$ cat config.mk
export PLATFORM = sky130hd
export DESIGN_NAME = rv32v_uop_sequencer_flat
export DESIGN_NICKNAME = d
export VERILOG_FILES = /design/src/rtl/rv32v_uop_sequencer_if.sv /design/src/rtl/rv32v_uop_sequencer.sv /design/src/flat_wrapper.sv
export SDC_FILE = /design/constraint.sdc
export NUM_CORES = 1
export LEC_CHECK = 0
export ABC_AREA = 0
export CAP_MARGIN = 20
export CORE_ASPECT_RATIO = 0.5
export CORE_UTILIZATION = 58
export DETAILED_ROUTE_END_ITERATION = 8
export GPL_ROUTABILITY_DRIVEN = 0
export MAX_ROUTING_LAYER = met4
export PLACE_DENSITY_LB_ADDON = 0.08
export SYNTH_ARGS = -nofsm -noshare
export SYNTH_HDL_FRONTEND = slang
export SYNTH_SLANG_ARGS = --single-unit
$ cat constraint.sdc
create_clock -name CLK -period 13.5 [get_ports CLK]
set_input_delay 2.025 -clock CLK [delete_from_list [all_inputs] [get_ports CLK]]
set_output_delay 2.025 -clock CLK [all_outputs]
set_load 0.02 [all_outputs]
$ cat src/rtl/rv32v_uop_sequencer_if.sv
// Decode/execute-facing bundle of the rv32v micro-op sequencer.
// The master side is decode plus execute; the slave side is the sequencer itself.
interface rv32v_uop_sequencer_if #(
   parameter int LANES = 2
);
   logic             start;
   logic [1:0]       sew;
   logic [2:0]       lmul;
   logic [7:0]       vl;
   logic [7:0]       vstart;
   logic [4:0]       vd;
   logic [4:0]       vs1;
   logic [4:0]       vs2;
   logic             stall;
   logic             flush;
   logic             busy;
   logic             uop_valid;
   logic [4:0]       uop_vd;
   logic [4:0]       uop_vs1;
   logic [4:0]       uop_vs2;
   logic [4:0]       uop_eoff;
   logic [LANES-1:0] uop_mask;
   logic             uop_last;
   logic             done;

   modport master (
      output start, sew, lmul, vl, vstart, vd, vs1, vs2, stall, flush,
      input  busy, uop_valid, uop_vd, uop_vs1, uop_vs2, uop_eoff, uop_mask, uop_last, done
   );

   modport slave (
      input  start, sew, lmul, vl, vstart, vd, vs1, vs2, stall, flush,
      output busy, uop_valid, uop_vd, uop_vs1, uop_vs2, uop_eoff, uop_mask, uop_last, done
   );
endinterface

$ cat src/rtl/rv32v_uop_sequencer.sv
// Walks one vector instruction's element range vstart..vl_eff-1, LANES elements per
// micro-op, never letting a micro-op straddle a register boundary.
module rv32v_uop_sequencer #(
   parameter int VLENB = 16,
   parameter int LANES = 2
) (
   input  logic                     CLK,
   input  logic                     RST,
   rv32v_uop_sequencer_if.slave     bus
);
   localparam int         LG_VLENB = $clog2(VLENB);
   localparam logic [9:0] LANES_W  = 10'(LANES);

   typedef enum logic [1:0] {
      ST_IDLE = 2'd0,
      ST_RUN  = 2'd1,
      ST_DONE = 2'd2
   } state_t;

   typedef struct packed {
      logic [4:0]       roff;
      logic [4:0]       eoff;
      logic [LANES-1:0] mask;
      logic [9:0]       step;
      logic             last;
   } uop_t;

   // Lanes past the register boundary are masked; last uses the clipped step so an
   // element in the next register is never skipped.
   function automatic uop_t uop_calc(input logic [8:0] eidx, input logic [3:0] shift,
                                     input logic [8:0] vl_eff);
      uop_t       u;
      logic [9:0] epr;
      logic [9:0] eoff;
      logic [9:0] room;
      epr    = 10'd1 << shift;
      eoff   = {1'b0, eidx} & (epr - 10'd1);
      room   = epr - eoff;
      u.step = (room < LANES_W) ? room : LANES_W;
      u.last = (({1'b0, eidx} + u.step) >= {1'b0, vl_eff});
      u.eoff = 5'(eoff);
      u.roff = 5'(eidx >> shift);
      for (int i = 0; i < LANES; i++) begin
         u.mask[i] = (10'(i) < u.step) && (({1'b0, eidx} + 10'(i)) < {1'b0, vl_eff});
      end
      return u;
   endfunction

   state_t     r_state;
   logic [8:0] r_eidx;
   logic [3:0] r_shift;
   logic [8:0] r_vl_eff;
   logic [4:0] r_vd;
   logic [4:0] r_vs1;
   logic [4:0] r_vs2;
   logic [9:0] r_step;

   logic             r_busy;
   logic             r_uop_valid;
   logic [4:0]       r_uop_vd;
   logic [4:0]       r_uop_vs1;
   logic [4:0]       r_uop_vs2;
   logic [4:0]       r_uop_eoff;
   logic [LANES-1:0] r_uop_mask;
   logic             r_uop_last;
   logic             r_done;

   logic [1:0]  w_sew_eff;
   logic [1:0]  w_regs_lg;
   logic [3:0]  w_start_shift;
   logic [15:0] w_vlmax;
   logic [8:0]  w_start_vl_eff;

   state_t     w_state_nxt;
   logic [8:0] w_eidx_nxt;
   logic [3:0] w_shift_nxt;
   logic [8:0] w_vl_eff_nxt;
   logic [4:0] w_vd_nxt;
   logic [4:0] w_vs1_nxt;
   logic [4:0] w_vs2_nxt;
   uop_t       w_uop_nxt;

   // Geometry of the instruction presented by decode.
   always_comb begin
      w_sew_eff      = (bus.sew == 2'd3) ? 2'd2 : bus.sew;
      w_regs_lg      = bus.lmul[2] ? 2'd0 : bus.lmul[1:0];
      w_start_shift  = 4'(LG_VLENB) - {2'b00, w_sew_eff};
      w_vlmax        = 16'd1 << ({1'b0, w_start_shift} + {3'b000, w_regs_lg});
      w_start_vl_eff = ({8'h00, bus.vl} < w_vlmax) ? {1'b0, bus.vl} : 9'(w_vlmax);
   end

   // Next-state and next-operand logic; flush overrides stall and start.
   always_comb begin
      w_state_nxt  = r_state;
      w_eidx_nxt   = r_eidx;
      w_shift_nxt  = r_shift;
      w_vl_eff_nxt = r_vl_eff;
      w_vd_nxt     = r_vd;
      w_vs1_nxt    = r_vs1;
      w_vs2_nxt    = r_vs2;
      if (bus.flush) begin
         w_state_nxt  = ST_IDLE;
         w_eidx_nxt   = 9'd0;
         w_shift_nxt  = 4'd0;
         w_vl_eff_nxt = 9'd0;
         w_vd_nxt     = 5'd0;
         w_vs1_nxt    = 5'd0;
         w_vs2_nxt    = 5'd0;
      end else begin
         case (r_state)
            ST_IDLE: begin
               if (bus.start) begin
                  if ({1'b0, bus.vstart} >= w_start_vl_eff) begin
                     w_state_nxt = ST_DONE;
                  end else begin
                     w_state_nxt  = ST_RUN;
                     w_eidx_nxt   = {1'b0, bus.vstart};
                     w_shift_nxt  = w_start_shift;
                     w_vl_eff_nxt = w_start_vl_eff;
                     w_vd_nxt     = bus.vd;
                     w_vs1_nxt    = bus.vs1;
                     w_vs2_nxt    = bus.vs2;
                  end
               end else begin
                  w_state_nxt = ST_IDLE;
               end
            end
            ST_RUN: begin
               if (!bus.stall) begin
                  if (r_uop_last) begin
                     w_state_nxt = ST_DONE;
                  end else begin
                     w_eidx_nxt = r_eidx + 9'(r_step);
                  end
               end else begin
                  w_state_nxt = ST_RUN;
               end
            end
            ST_DONE: w_state_nxt = ST_IDLE;
            default: w_state_nxt = ST_IDLE;
         endcase
      end
      w_uop_nxt = uop_calc(w_eidx_nxt, w_shift_nxt, w_vl_eff_nxt);
   end

   // State, operand and registered-output update.
   always_ff @(posedge CLK) begin
      if (RST) begin
         r_state     <= ST_IDLE;
         r_eidx      <= 9'd0;
         r_shift     <= 4'd0;
         r_vl_eff    <= 9'd0;
         r_vd        <= 5'd0;
         r_vs1       <= 5'd0;
         r_vs2       <= 5'd0;
         r_step      <= 10'd0;
         r_busy      <= 1'b0;
         r_uop_valid <= 1'b0;
         r_uop_vd    <= 5'd0;
         r_uop_vs1   <= 5'd0;
         r_uop_vs2   <= 5'd0;
         r_uop_eoff  <= 5'd0;
         r_uop_mask  <= '0;
         r_uop_last  <= 1'b0;
         r_done      <= 1'b0;
      end else begin
         r_state  <= w_state_nxt;
         r_eidx   <= w_eidx_nxt;
         r_shift  <= w_shift_nxt;
         r_vl_eff <= w_vl_eff_nxt;
         r_vd     <= w_vd_nxt;
         r_vs1    <= w_vs1_nxt;
         r_vs2    <= w_vs2_nxt;
         r_busy   <= (w_state_nxt == ST_RUN);
         r_done   <= (w_state_nxt == ST_DONE);
         if (w_state_nxt == ST_RUN) begin
            r_step      <= w_uop_nxt.step;
            r_uop_valid <= 1'b1;
            r_uop_vd    <= w_vd_nxt + w_uop_nxt.roff;
            r_uop_vs1   <= w_vs1_nxt + w_uop_nxt.roff;
            r_uop_vs2   <= w_vs2_nxt + w_uop_nxt.roff;
            r_uop_eoff  <= w_uop_nxt.eoff;
            r_uop_mask  <= w_uop_nxt.mask;
            r_uop_last  <= w_uop_nxt.last;
         end else begin
            r_step      <= 10'd0;
            r_uop_valid <= 1'b0;
            r_uop_vd    <= 5'd0;
            r_uop_vs1   <= 5'd0;
            r_uop_vs2   <= 5'd0;
            r_uop_eoff  <= 5'd0;
            r_uop_mask  <= '0;
            r_uop_last  <= 1'b0;
         end
      end
   end

   assign bus.busy      = r_busy;
   assign bus.uop_valid = r_uop_valid;
   assign bus.uop_vd    = r_uop_vd;
   assign bus.uop_vs1   = r_uop_vs1;
   assign bus.uop_vs2   = r_uop_vs2;
   assign bus.uop_eoff  = r_uop_eoff;
   assign bus.uop_mask  = r_uop_mask;
   assign bus.uop_last  = r_uop_last;
   assign bus.done      = r_done;
endmodule

$ cat src/flat_wrapper.sv
// flat-port wrapper written by rule: the top's interface ports become plain ports
module rv32v_uop_sequencer_flat 
#(
   parameter int VLENB = 16,
   parameter int LANES = 2
)
  (CLK, RST, bus_start, bus_sew, bus_lmul, bus_vl, bus_vstart, bus_vd, bus_vs1, bus_vs2, bus_stall, bus_flush, bus_busy, bus_uop_valid, bus_uop_vd, bus_uop_vs1, bus_uop_vs2, bus_uop_eoff, bus_uop_mask, bus_uop_last, bus_done);
  rv32v_uop_sequencer_if #(.LANES(LANES)) bus_i ();
  input  logic CLK;
  input  logic RST;
  input wire logic [$bits(bus_i.start)-1:0] bus_start;
  input wire logic [$bits(bus_i.sew)-1:0] bus_sew;
  input wire logic [$bits(bus_i.lmul)-1:0] bus_lmul;
  input wire logic [$bits(bus_i.vl)-1:0] bus_vl;
  input wire logic [$bits(bus_i.vstart)-1:0] bus_vstart;
  input wire logic [$bits(bus_i.vd)-1:0] bus_vd;
  input wire logic [$bits(bus_i.vs1)-1:0] bus_vs1;
  input wire logic [$bits(bus_i.vs2)-1:0] bus_vs2;
  input wire logic [$bits(bus_i.stall)-1:0] bus_stall;
  input wire logic [$bits(bus_i.flush)-1:0] bus_flush;
  output wire logic [$bits(bus_i.busy)-1:0] bus_busy;
  output wire logic [$bits(bus_i.uop_valid)-1:0] bus_uop_valid;
  output wire logic [$bits(bus_i.uop_vd)-1:0] bus_uop_vd;
  output wire logic [$bits(bus_i.uop_vs1)-1:0] bus_uop_vs1;
  output wire logic [$bits(bus_i.uop_vs2)-1:0] bus_uop_vs2;
  output wire logic [$bits(bus_i.uop_eoff)-1:0] bus_uop_eoff;
  output wire logic [$bits(bus_i.uop_mask)-1:0] bus_uop_mask;
  output wire logic [$bits(bus_i.uop_last)-1:0] bus_uop_last;
  output wire logic [$bits(bus_i.done)-1:0] bus_done;
  assign bus_i.start = bus_start;
  assign bus_i.sew = bus_sew;
  assign bus_i.lmul = bus_lmul;
  assign bus_i.vl = bus_vl;
  assign bus_i.vstart = bus_vstart;
  assign bus_i.vd = bus_vd;
  assign bus_i.vs1 = bus_vs1;
  assign bus_i.vs2 = bus_vs2;
  assign bus_i.stall = bus_stall;
  assign bus_i.flush = bus_flush;
  assign bus_busy = bus_i.busy;
  assign bus_uop_valid = bus_i.uop_valid;
  assign bus_uop_vd = bus_i.uop_vd;
  assign bus_uop_vs1 = bus_i.uop_vs1;
  assign bus_uop_vs2 = bus_i.uop_vs2;
  assign bus_uop_eoff = bus_i.uop_eoff;
  assign bus_uop_mask = bus_i.uop_mask;
  assign bus_uop_last = bus_i.uop_last;
  assign bus_done = bus_i.done;
  rv32v_uop_sequencer #(.VLENB(VLENB), .LANES(LANES)) u_core (.CLK(CLK), .RST(RST), .bus(bus_i));
endmodule
# Yosys cells after proc, flatten, opt, wreduce, memory -nomap -nowiden
# Index checks and enable logic that the tools add are counted.
[op_classes] n_shift=3 addsub=10 order_cmp=8 mul=0 n_div=0 bitwise_logic=2 n_eq_ne=4 mux=37 n_reduce_logical=4
[op_table] operator="two-way mux 9 bit" count=10
[op_table] operator="two-way mux 5 bit" count=12
[op_table] operator="less-than comparator 1 x 10 -> 1 bit (first input constant)" count=2
[op_table] operator="case mux 9 bit (2 select lines)" count=1
[op_table] operator="less-than comparator 8 x 16 -> 1 bit" count=1
[op_table] operator="two-way mux 4 bit" count=4
[op_table] operator="<< shifter 1 x 5 -> 16 bit (first input constant)" count=1
[op_table] operator="adder 5 bit" count=3
[op_table] operator="two-way mux 2 bit" count=7
[op_table] operator="adder 9 x 1 -> 10 bit (second input constant)" count=1
[op_table] operator="adder 9 x 10 -> 10 bit" count=1
[op_table] operator="bitwise AND 9 x 10 -> 10 bit" count=1
[op_table] operator=">= comparator 10 x 9 -> 1 bit" count=1
[op_table] operator="less-than comparator 10 x 2 -> 1 bit (second input constant)" count=1
[op_table] operator="less-than comparator 10 x 9 -> 1 bit" count=1
[op_table] operator="two-way mux 10 bit" count=1
[op_table] operator="<< shifter 1 x 4 -> 10 bit (first input constant)" count=1
[op_table] operator="subtractor 10 x 1 -> 10 bit (second input constant)" count=1
[op_table] operator="subtractor 10 bit" count=1
[op_table] operator="adder 9 bit" count=1
[op_table] operator=">= comparator 8 x 9 -> 1 bit" count=1
[op_table] operator="less-than comparator 9 bit" count=1
[op_table] operator="right shift 9 x 4 -> 5 bit" count=1
[op_table] operator="adder 4 x 2 -> 5 bit" count=1
[op_table] operator="other kinds (9)" count=12
[word_totals] n_memories=0 output_inout_bits=26 rom_bits=0 ramBits=0 regBits=74 latch_bits=0 word_cells=85

# Logic depth before layout (Yosys ltp)
[depth] depth_word=20 depth_mapped=51 depth_no_buf=49

# Worst setup path after synthesis
# No wires, ideal clock.
[synth_timing] path_type="in2reg" start="input bus_sew[1]" end="register u_core.r_uop_last, in the netlist u_core.bus.uop_last" setup_ps=134 arrival_time_ps=11555 cell_stages=48 required_time_ps=13366 setup_slack_ps=1811 path_cell_list="or2_2 -> clkbuf_1 -> ha_1 -> a2111o_1 -> o21ai_0 -> nand3_1 -> ha_1 -> and3_1 -> o31ai_1 -> a21oi_1 -> o22a_1 -> clkbuf_1 -> nor2b_1 -> a31oi_1 -> ha_1 -> a21oi_1 -> o221a_2 -> a21boi_2 -> (+12 left out) -> or4_4 -> a211oi_4 -> nor2b_1 -> ha_1 -> inv_1 -> fa_1 -> inv_1 -> ha_1 -> a21o_1 -> a21o_1 -> a21oi_1 -> nor2b_1 -> o21ai_0 -> nand2b_1 -> a21oi_1 -> nor2b_1 -> o21ai_0 -> a31oi_1"
[synth_rtl] element="start, declared" line="flat_wrapper.sv:12" text="input wire logic [$bits(bus_i.sew)-1:0] bus_sew;"
[synth_rtl] element="end signal, assigned" line="rv32v_uop_sequencer.sv:184" text="r_uop_last <= w_uop_nxt.last;"
[synth_rtl] element="end, declared" line="rv32v_uop_sequencer.sv:65" text="logic r_uop_last;"

==> impl_metrics.tcl <==
set metrics [dict create \
    status "completed" \
    p_leak_nw 3.28 \
    syn-instance-count 778 \
    syn-mean-instance-area_um2 7.99 \
    cts_setup_buffers 0 \
    netlist-cell-type-count 74 \
    ys.flop_type "dfxtp_1" \
    grt_pass1_vias 5510 \
    area.growth.synth_to_final_pct 18.9 \
    drt_iter0_markers 409 \
    vias 6060 \
    cp-start-kind "input pin" \
    fp.dieW_um 148 \
    drcViolationCount 0 \
    crit_arrival_ns 12.93 \
    synth-edff-count 0 \
    grt_max_degree 52 \
    pwr-share-clk_pct 35.0 \
    vdd_ir_drop_max_mv 0.0654 \
    diodes 0 \
    p_int_mw 0.534 \
    hpwl_mm 13.0 \
    final_common_cell "nor2_1" \
    regToRegEndpoint "u_core.bus.uop_last" \
    hold_violations 0 \
    most-common-layout-cells "nor2_1 (95), ha_1 (78), dfxtp_1 (73)" \
    worstRegToRegCells 30 \
    cts_made_buffers 9 \
    timing.final.crit_share_pct 94.1 \
    die_height_um 75.2 \
    clock_sinks 73 \
    num_io_pins 67 \
    finalSetupViolations 0 \
    finalPower_mw 0.816 \
    cts_resized 0 \
    ys_warn_count 0 \
    end_kind "register" \
    regToRegSetupSlack_ns 5.81 \
    timing.final.crit_period_ns 12.70 \
    yosysSeqAreaShare_pct 23.5 \
    cts_tree "done" \
    vias_per_cell 6.12 \
    ctsHoldBuffers 0 \
    sw_frac_of_total_pct 34.5 \
    dieArea_um2 11200 \
    hp-start "u_core.r_vd[2]" \
    totalNegativeSetupSlack_ns 0 \
    powerDensity_nw_per_um2 110 \
    clkLatencyLatePin_ns 0.34 \
    place_ws_ns 0.665 \
    async_reset_ff_share_pct 0 \
    cts_root_buf "clkbuf_16" \
    grt_pass1_wl_mm 27.6 \
    grt_usage_pct 33.2 \
    whs_path_depth 2 \
    required_ns 13.73 \
    cpMostUsedCell "ha_1" \
    drive_gt1_share_pct 5.88 \
    tightest_slew_ns 0.862 \
    syn_area_um2 6210 \
    comb_power_share_pct 36.7 \
    path_max_fanout 12 \
    finalWirelength_mm 17.4 \
    clock_path_buffers 2 \
    first_pass_iters 6 \
    min_path_type "register to register" \
    nets 972 \
    core-area_um2 10300 \
    timing.rr.start "u_core.r_state[1]" \
    cts.clk_slew.worst_paths_ns 0.07 \
    grt_overflow 0 \
    power_frac_seq_pct 28.3 \
    rsz0062_at_grt "false" \
    max_freq_mhz 78.7 \
    final_util_pct 71.7 \
    power.switching_mw 0.282 \
    whs_endpoint "u_core.r_vd[2]" \
    final_antenna_net_count 0 \
    antenna_found_initial 0 \
    portBuffers 66 \
    timing.slew.headroom_pct 42.3 \
    start_util_pct 60.3 \
    whs_ns 0.543 \
    crit_path_max_incr_delay_ns 0.50 \
    slew_violations 0 \
    crit_type "input pin to register" \
    fp-row-count 26 \
    synth_seq_cells 73 \
    slowest_stage "or4_4" \
    htree_levels 3 \
    wl_per_cell_um 17.6 \
    setup_slack_ns 0.795 \
    max_cap_violations 0 \
    finClkSkew_ns 0.00996 \
]
## power by group through the flow
stage	combinational, mW	sequential [mW]	clock (mW)
after global placement	0.284	0.235	0
after CTS	0.294	0.231	0.287
after global routing	0.332	0.232	0.297
after detailed placement	0.291	0.236	0
final	0.299	0.231	0.285
after floorplan	0.215	0.235	0
## logic make-up (layout without fill, tap and decap cells)
| group | Yosys count | after routing | share of synthesized area, % |
|---|---|---|---|
| simple gates | 282 | 282 | 21.8 |
| compound gates | 203 | 203 | 22.4 |
| fa+ha+maj | 85 | 85 | 18.0 |
| flops | 73 | 73 | 23.5 |
| buf+inv | 69 | 129 | 4.37 |
| xor+xnor | 35 | 35 | 4.93 |
| mux | 30 | 30 | 5.01 |
| other cells | 1 | 14 | 0.0603 |
## Yosys cell counts (all sizes together) (8+ instances only)
cell	instances	area, um2
nor2	97	369
ha	78	976
dfxtp	73	1460
a21oi	58	290
nand2	54	205
inv	36	135
nor3	35	175
o21ai	31	155
mux2i	27	270
clkbuf	26	97.6
a21o	23	173
nand3	21	105
xnor2	21	184
nor2b	19	119
o211ai	16	120
xor2	14	123
and2	9	56.3
or3	9	56.3
nand2b	8	50.1
## flip-flops by register name, indices dropped and copies added, names as in the netlist, 5 cells and up
register             flops
u_core.bus.uop_vs2       5
u_core.bus.uop_vd        5
u_core.r_vs1             5
u_core.r_vl_eff          9
u_core.r_vs2             5
u_core.bus.uop_eoff      5
u_core.bus.uop_vs1       5
u_core.r_eidx            9
u_core.r_step            9
u_core.r_vd              5
## metrics by stage
stage / instances / cell area [um2]
after floorplan: 791 / 6260
after global placement: 973 / 7030
after detailed placement: 973 / 7030
after CTS: 989 / 7380
after global routing: 991 / 7390
final: 991 / 7390
## area by class of cell
cell class	instances	area, um2
clock buffers	9	225
clock inverters	7	125
fillers	824	2920
inverters	36	135
multi-input cells	649	4530
flip-flops and latches	73	1460
well taps	140	175
repair buffers	77	738
## how the worst max path moves through the flow
stage	start	to	depth (start not counted)
4_1_cts	bus_sew[1]	u_core.bus.uop_last	44
3_3_place_gp	bus_sew[1]	u_core.bus.uop_last	44
5_1_grt	bus_sew[0]	u_core.bus.uop_last	45
2_1_floorplan	bus_sew[1]	u_core.bus.uop_last	48
3_5_place_dp	bus_sew[1]	u_core.bus.uop_last	44
6_report	bus_sew[1]	u_core.bus.uop_last	44
## metal layers
layer | global-route usage, % | routed length (um) | part of all wire, %
met4 | 8.71 | 216 | 1.2
met3 | 8.61 | 1800 | 10
met5 | - | 0 | 0
met2 | 51.7 | 7400 | 43
met1 | 42.9 | 7980 | 46
## critical path, delay by kind of cell
family | cells | cell delay (ns)
AO/OA/AOI/OAI | 20 | 4.90
AND/OR/NAND/NOR | 11 | 2.52
adder cells (fa/ha/maj) | 8 | 2.38
buffers and inverters | 3 | 0.58
multiplexers | 1 | 0.33
XOR/XNOR | 1 | 0.18
No activity file was read; power rests on OpenSTA's default activity.
